--- src/rtl/minv_io_ctrl.sv ---
// Word-serial operand loader and result unloader around the modular inverse core.
// Loads x/y/p word by word into the core bank, launches the core, then streams the result out.
module minv_io_ctrl #(
    parameter int WORD_W = 32,
    parameter int NWORDS = 8
) (
    input  logic                      clk,
    input  logic                      rst,
    input  logic                      clr,
    input  logic                      in_valid,
    output logic                      in_ready,
    input  logic [1:0]                in_sel,
    input  logic [WORD_W-1:0]         in_data,
    input  logic                      start,
    output logic                      load_we,
    output logic [1:0]                load_sel,
    output logic [$clog2(NWORDS)-1:0] load_idx,
    output logic [WORD_W-1:0]         load_data,
    output logic                      minv_en,
    input  logic                      minv_rdy,
    output logic [$clog2(NWORDS)-1:0] res_rd_idx,
    input  logic [WORD_W-1:0]         res_data,
    output logic                      out_valid,
    input  logic                      out_ready,
    output logic [WORD_W-1:0]         out_data,
    output logic                      busy,
    output logic                      done,
    output logic                      err
);

    // state | meaning
    // IDLE  | accept operand words, wait for start
    // ARM   | single-cycle core launch (minv_en)
    // RUN   | core computing, wait for minv_rdy
    // DRAIN | stream result words out
    localparam logic [1:0] S_IDLE  = 2'd0;
    localparam logic [1:0] S_ARM   = 2'd1;
    localparam logic [1:0] S_RUN   = 2'd2;
    localparam logic [1:0] S_DRAIN = 2'd3;

    localparam int IDX_W = $clog2(NWORDS);
    localparam int CNT_W = $clog2(NWORDS + 1);
    localparam logic [CNT_W-1:0] CNT_FULL = CNT_W'(NWORDS);
    localparam logic [CNT_W-1:0] CNT_ONE  = CNT_W'(1);
    localparam logic [IDX_W-1:0] IDX_LAST = IDX_W'(NWORDS - 1);
    localparam logic [IDX_W-1:0] IDX_ONE  = IDX_W'(1);

    logic [1:0]       state;
    logic [CNT_W-1:0] cnt [3];
    logic [IDX_W-1:0] ridx;
    logic [CNT_W-1:0] sel_cnt;
    logic             sel_ok;
    logic             all_full;
    logic             accept;

    // Illegal target reads as full so it can never be accepted
    always_comb begin
        sel_cnt = CNT_FULL;
        case (in_sel)
            2'd0:    sel_cnt = cnt[0];
            2'd1:    sel_cnt = cnt[1];
            2'd2:    sel_cnt = cnt[2];
            default: sel_cnt = CNT_FULL;
        endcase
    end

    assign sel_ok     = (in_sel != 2'd3) && (sel_cnt < CNT_FULL);
    assign in_ready   = (state == S_IDLE) && sel_ok;
    assign accept     = in_valid && in_ready;
    assign all_full   = (cnt[0] == CNT_FULL) && (cnt[1] == CNT_FULL) && (cnt[2] == CNT_FULL);

    assign minv_en    = (state == S_ARM);
    assign busy       = (state != S_IDLE);
    assign out_valid  = (state == S_DRAIN);
    assign res_rd_idx = (state == S_DRAIN) ? ridx : '0;
    assign out_data   = res_data;

    always_ff @(posedge clk) begin
        if (!rst) begin
            state     <= S_IDLE;
            ridx      <= '0;
            load_we   <= 1'b0;
            load_sel  <= '0;
            load_idx  <= '0;
            load_data <= '0;
            done      <= 1'b0;
            err       <= 1'b0;
            for (int t = 0; t < 3; t++) cnt[t] <= '0;
        end else if (clr) begin
            state   <= S_IDLE;
            ridx    <= '0;
            load_we <= 1'b0;
            done    <= 1'b0;
            err     <= 1'b0;
            for (int t = 0; t < 3; t++) cnt[t] <= '0;
        end else begin
            load_we <= 1'b0;
            done    <= 1'b0;
            err     <= 1'b0;
            case (state)
                S_IDLE: begin
                    if (accept) begin
                        load_we   <= 1'b1;
                        load_sel  <= in_sel;
                        load_idx  <= sel_cnt[IDX_W-1:0];
                        load_data <= in_data;
                        for (int t = 0; t < 3; t++)
                            if (in_sel == 2'(t)) cnt[t] <= cnt[t] + CNT_ONE;
                    end
                    // all_full uses pre-handshake counts, so a start alongside the last word errors
                    if (start) begin
                        if (all_full) state <= S_ARM;
                        else          err   <= 1'b1;
                    end
                end
                S_ARM: state <= S_RUN;
                S_RUN: begin
                    if (minv_rdy) begin
                        state <= S_DRAIN;
                        ridx  <= '0;
                    end
                end
                S_DRAIN: begin
                    if (out_ready) begin
                        if (ridx == IDX_LAST) begin
                            state <= S_IDLE;
                            ridx  <= '0;
                            done  <= 1'b1;
                            for (int t = 0; t < 3; t++) cnt[t] <= '0;
                        end else begin
                            ridx <= ridx + IDX_ONE;
                        end
                    end
                end
                default: state <= S_IDLE;
            endcase
        end
    end

endmodule
--- config.mk ---
export PLATFORM = sky130hd
export DESIGN_NAME = minv_io_ctrl
export DESIGN_NICKNAME = d
export VERILOG_FILES = /design/src/rtl/minv_io_ctrl.sv
export SDC_FILE = /design/constraint.sdc
export NUM_CORES = 1
export LEC_CHECK = 0
export CAP_MARGIN = 20
export CELL_PAD_IN_SITES_DETAIL_PLACEMENT = 0
export CELL_PAD_IN_SITES_GLOBAL_PLACEMENT = 1
export CORE_UTILIZATION = 31
export CTS_CLUSTER_DIAMETER = 150
export DETAILED_ROUTE_END_ITERATION = 8
export PLACE_DENSITY_LB_ADDON = 0.1
export SETUP_SLACK_MARGIN = 0.05
export SLEW_MARGIN = 20
export SYNTH_ARGS = -nofsm -noshare
export SYNTH_HDL_FRONTEND = slang
export SYNTH_SLANG_ARGS = --single-unit
--- constraint.sdc ---
create_clock -name clk -period 3.2 [get_ports clk]
set_clock_uncertainty 0.15 [all_clocks]
set_input_delay 0.32 -clock clk [delete_from_list [all_inputs] [get_ports clk]]
set_output_delay 0.32 -clock clk [all_outputs]
set_load 0.02 [all_outputs]
# == Word-level counts from Yosys, hierarchy flattened ==
# Memories as Yosys holds them, arrays and structs flattened.
# Cells that the tools add are included.
# totals
elab_cells,108
input_bits,73
ff_bits,45
latchBits,0
mem_count,1
mem_bits_rw,12
romBits,0
# op_classes
mux,51
shift,0
multipliers,0
div_mod_pow,0
magnitude_cmp,1
n_addsub,4
n_reduce_logical,15
n_eq_ne,15
n_bitwise,13
# mem_list
name,depth,width,read_ports,rd_ports_with_merged_regs,write_ports,line_no,rtl
cnt,3,4,3,0,3,49,logic [CNT_W-1:0] cnt [3];
# op_table
cell,n
two-way mux 4 bit,9
two-way mux 1 bit,30
adder 4 x 1 -> 4 bit (second input constant),3
equality test 4 bit (second input constant),3
two-way mux 3 bit,4
one-hot mux 4 bit (3 select lines),1
two-way mux 2 bit,5
OR 1 bit,9
!= test 2 bit (second input constant),4
one-hot mux 2 bit (4 select lines),1
equality test 2 bit (second input constant),3
one-hot mux 3 bit (2 select lines),1
AND reduction 3 bit,2
logical AND 1 bit,5
AND reduction 5 bit,1
equality test 2 x 1 -> 1 bit (second input constant),2
zero test 2 bit,2
less-than comparator 4 bit (second input constant),1
!= test 2 x 1 -> 1 bit (second input constant),2
NOT 1 bit,4
nonzero test 2 bit,2
OR reduction 4 bit,1
adder 3 x 1 -> 3 bit (second input constant),1
equality test 3 bit (second input constant),1
other kinds (2),2

# == Longest topological paths before layout ==
# depth
ltp_word,13
depth_mapped,8
ltp_nobuf,6

# == Worst setup path after synthesis ==
# OpenSTA, ideal clock, no wires.
# synth_timing
path_type,flip-flop to flip-flop
from,reg state[0]
to,"mem cnt[0][10] (netlist name), data pin"
synth_period_minus_slack_ns,1.932
stages_incl_launch_ff,8
path_slack_ns,1.268
arrival_time_ns,1.525
path_cell_list,dfxtp_1 ha_1 clkbuf_1 nand3_1 nor2b_1 nand2b_1 buf_2 nor2_1
# synth_lines
element,line_no,rtl
from (decl),48,logic [1:0] state;
from (signal assigned),80,state <= S_IDLE;
from (signal assigned),90,state <= S_IDLE;
from (signal assigned),112,if (all_full) state <= S_ARM;
to (decl),49,

# == Final worst setup path ==
# layout_timing
from,in in_sel[1]
to,out in_ready
# layout_between
elab_chain_len,5
# layout_rtl
element,line_no,rtl
from (decl),12,"input logic [1:0] in_sel,"
equality test 2 bit (tied with other cells),59,case (in_sel)
one-hot mux 4 bit (3 select lines),59,
less-than comparator 4 bit,67,assign sel_ok = (in_sel != 2'd3) && (sel_cnt < CNT_FULL);
logical AND 1 bit (*),67,
logical AND 1 bit (*),68,assign in_ready = (state == S_IDLE) && sel_ok;
to (decl),11,"output logic in_ready,"
# Every way passes the cells marked *; elsewhere a longest branch is shown, timed or not.

==> qor.yml <==
final.hold.worst_slack_ns: 0.302
totalPowerFinal_mw: 1.75
timing.slew.headroom_pct: 36.4
cp.arrival_ns: 2.18
synth-xor-area-share_pct: 1.77
ys_seq_elements: 57
post_synth_inst_count: 320
grt_pass1_wl_mm: 10.7
full_die_area_sq_um: 9990
first_global_vias: 2199
max-clock-path-buffers: 2
numClockSinks: 57
floorplan.rows: 35
synth_top_area_share_pct: 30.3
dieWidth_um: 100
hpwl_mm: 4.72
grt_max_degree: 38
routed_wl_mm: 6.62
outcome: "complete, no violations"
antennaDiodeCount: 0
total_leakage_power_nw: 1.47
period_minus_slack_ns: 2.65
insertion_delay_ns: 0.32
most_common_cell_after_layout_fill_and_taps_aside: "clkdlybuf4s50_1"
nNetsFinal: 462
drv_cap: 0
synth_compound_area_share_pct: 16.0
final_util_pct: 42.2
mappedNetlistNets: 406
synthToLayoutAreaGrowth_pct: 31.8
cts_buffers: 9
final_sum_of_negative_setup_slack_ns: 0
post_cts.resized_instances: 0
most_used_cells_in_the_layout_excluding_fill_and_tap_cells: "clkdlybuf4s50_1, nand2_1, dfxtp_1"
grt_remaining_overflow: 0
antenna_violations_before_repair: 0
finalWeightedCongestion: 0.741
class_of_the_most_critical_setup_path: "in2out"
cellPowerDensity_nw_per_um2: 447
min_path_type: "reg2reg"
post_synth_and_or_nand_nor_area_fraction_pct: 18.4
synth_adder_area_share_pct: 5.47
core_area_sq_um: 9280
tritoncts_clock_tree: "built"
detail_route.drc_violations: 0
synthDominantAreaCellType: "dfxtp_1"
detailedRoute.firstPassIterationCount: 4
min_period_over_period_pct: 82.7
synth_area_leaders: "dfxtp_1, edfxtp_1, nand2_1"
postCtsHoldBufs: 0
synth.mux.area_fraction_pct: 2.15
synth.cell_area_sq_um: 2970
cts.reportedPaths.clkPinSlew_ns: 0.06
vias: 2234
yosysWarnings: 0
final-max-slew-violation-count: 0
synth.lib_cells_used.distinct: 40
ctsHtreeMaxLevel: 3
synth_seq_area_share_pct: 42.4
cp.required_ns: 2.73
vdd_drop_max_uv: 199
setup_violations: 0
grt_setup_unrepaired: "false"
post_drt_via_cell_ratio: 4.39
finished_layout_cell_area_sq_um: 3920
post_route_cells_drive_above_1_share_pct: 11.6
synth_top_family_by_area: "simple AND/OR/NAND/NOR gates"
clock_tree.root_cell: "clkbuf_8"
fmaxAchievable_mhz: 378
critical_path_peak_fanout: 5
boundaryPins: 152
critical_path.startpoint_type: "input port"
globalRouteTotalUtil_pct: 14.0
timing_hold_violations_final: 0
drt.antenna.violating_nets: 0
drt_iter0_markers: 52
detail_route.wl_per_cell_um: 13.0
post-cts-setup-buffer-count: 0
postPlaceCellArea_sq_um: 3700
port-buffer-count: 87
die_h_um: 100
slew_of_the_pin_with_the_lowest_slew_margin_ns: 0.941
postSynthAreaPerCell_sq_um: 9.29
end_kind: "output port"
initial_core_util_pct: 32.0
stage by stage:
stage	worst slack [ns]	instances
CTS	0.543	509
detailed placement	0.544	494
global placement	0.601	494
global route	0.409	509
finish	0.553	509
floorplan	1.27	320
synthesized netlist by cell type, drive strengths merged:
master / instances
o41ai: 2
mux2i: 6
ha: 13
o211a: 4
nand3: 6
a311oi: 1
o21ai: 2
inv: 14
a22oi: 1
nand4b: 2
o211ai: 4
nor2b: 3
nand2b: 3
a21o: 1
nor3b: 3
xnor2: 3
nor2: 18
and2: 4
buf: 42
nand2: 76
edfxtp: 12
o2bb2ai: 2
nand4bb: 1
clkbuf: 6
o31ai: 1
a32oi: 1
and3b: 2
or4: 1
a21oi: 5
a21boi: 33
dfxtp: 45
xor2: 3
power by group:
group / internal, mW / switching (mW)
sequential: 0.766 / 0.0232
combinational: 0.127 / 0.114
clock: 0.439 / 0.282
total: 1.33 / 0.419
per-layer routing:
metal | wire length (um) | up-vias | share of wire, % | global-route usage (%)
met5 | 0 | - | 0 | 0
met4 | 93 | 0 | 1.4 | 5.77
met3 | 368 | 12 | 5.6 | 4.32
met2 | 3070 | 64 | 46 | 22.7
met1 | 3090 | 1022 | 47 | 17.2
li1 | - | 1136 | - | -
critical path: stages:
cell and delay [ns]:
clkdlybuf4s50_1 0.62, mux2i_2 0.33, o21ai_0 0.14, nor2_1 0.13, clkdlybuf4s50_1 0.63
flip-flops by register name, indices dropped and copies added (netlist names):
name and flops:
err 1, load_idx 3, load_data 32, state 2
load_sel 2, cnt 12, ridx 3, done 1
load_we 1
logic make-up after synthesis:
| family | count (synthesis) |
|---|---|
| compound gates | 57 |
| buf+inv | 62 |
| mux | 6 |
| flops | 57 |
| xor+xnor | 6 |
| simple gates | 119 |
| fa+ha+maj | 13 |
final cells by class:
type | count | area, sq um
fill | 966 | 5370
multi-input combinational | 201 | 1300
timing repair buffer | 93 | 928
clock buffer | 13 | 179
inverter | 14 | 52.6
tap | 129 | 161
sequential | 57 | 1260
clock inverter | 2 | 35.0
worst paths after layout:
| kind | start | end | slack (ns) | cells after the start |
|---|---|---|---|---|
| worst max-delay path | in_sel[1] | in_ready | 0.55 | 5 |
| worst min-delay path | load_data[11]$_SDFFE_PN0P_ | load_data[11]$_SDFFE_PN0P_ | 0.30 | 2 |
| worst max register to register | state[0]$_SDFFE_PP0P_ | cnt[0][11]$_SDFFCE_PP0P_ | 0.99 | 4 |
| worst min register to register | load_data[11]$_SDFFE_PN0P_ | load_data[11]$_SDFFE_PN0P_ | 0.30 | 2 |
No activity file was read; power rests on OpenSTA's default activity.
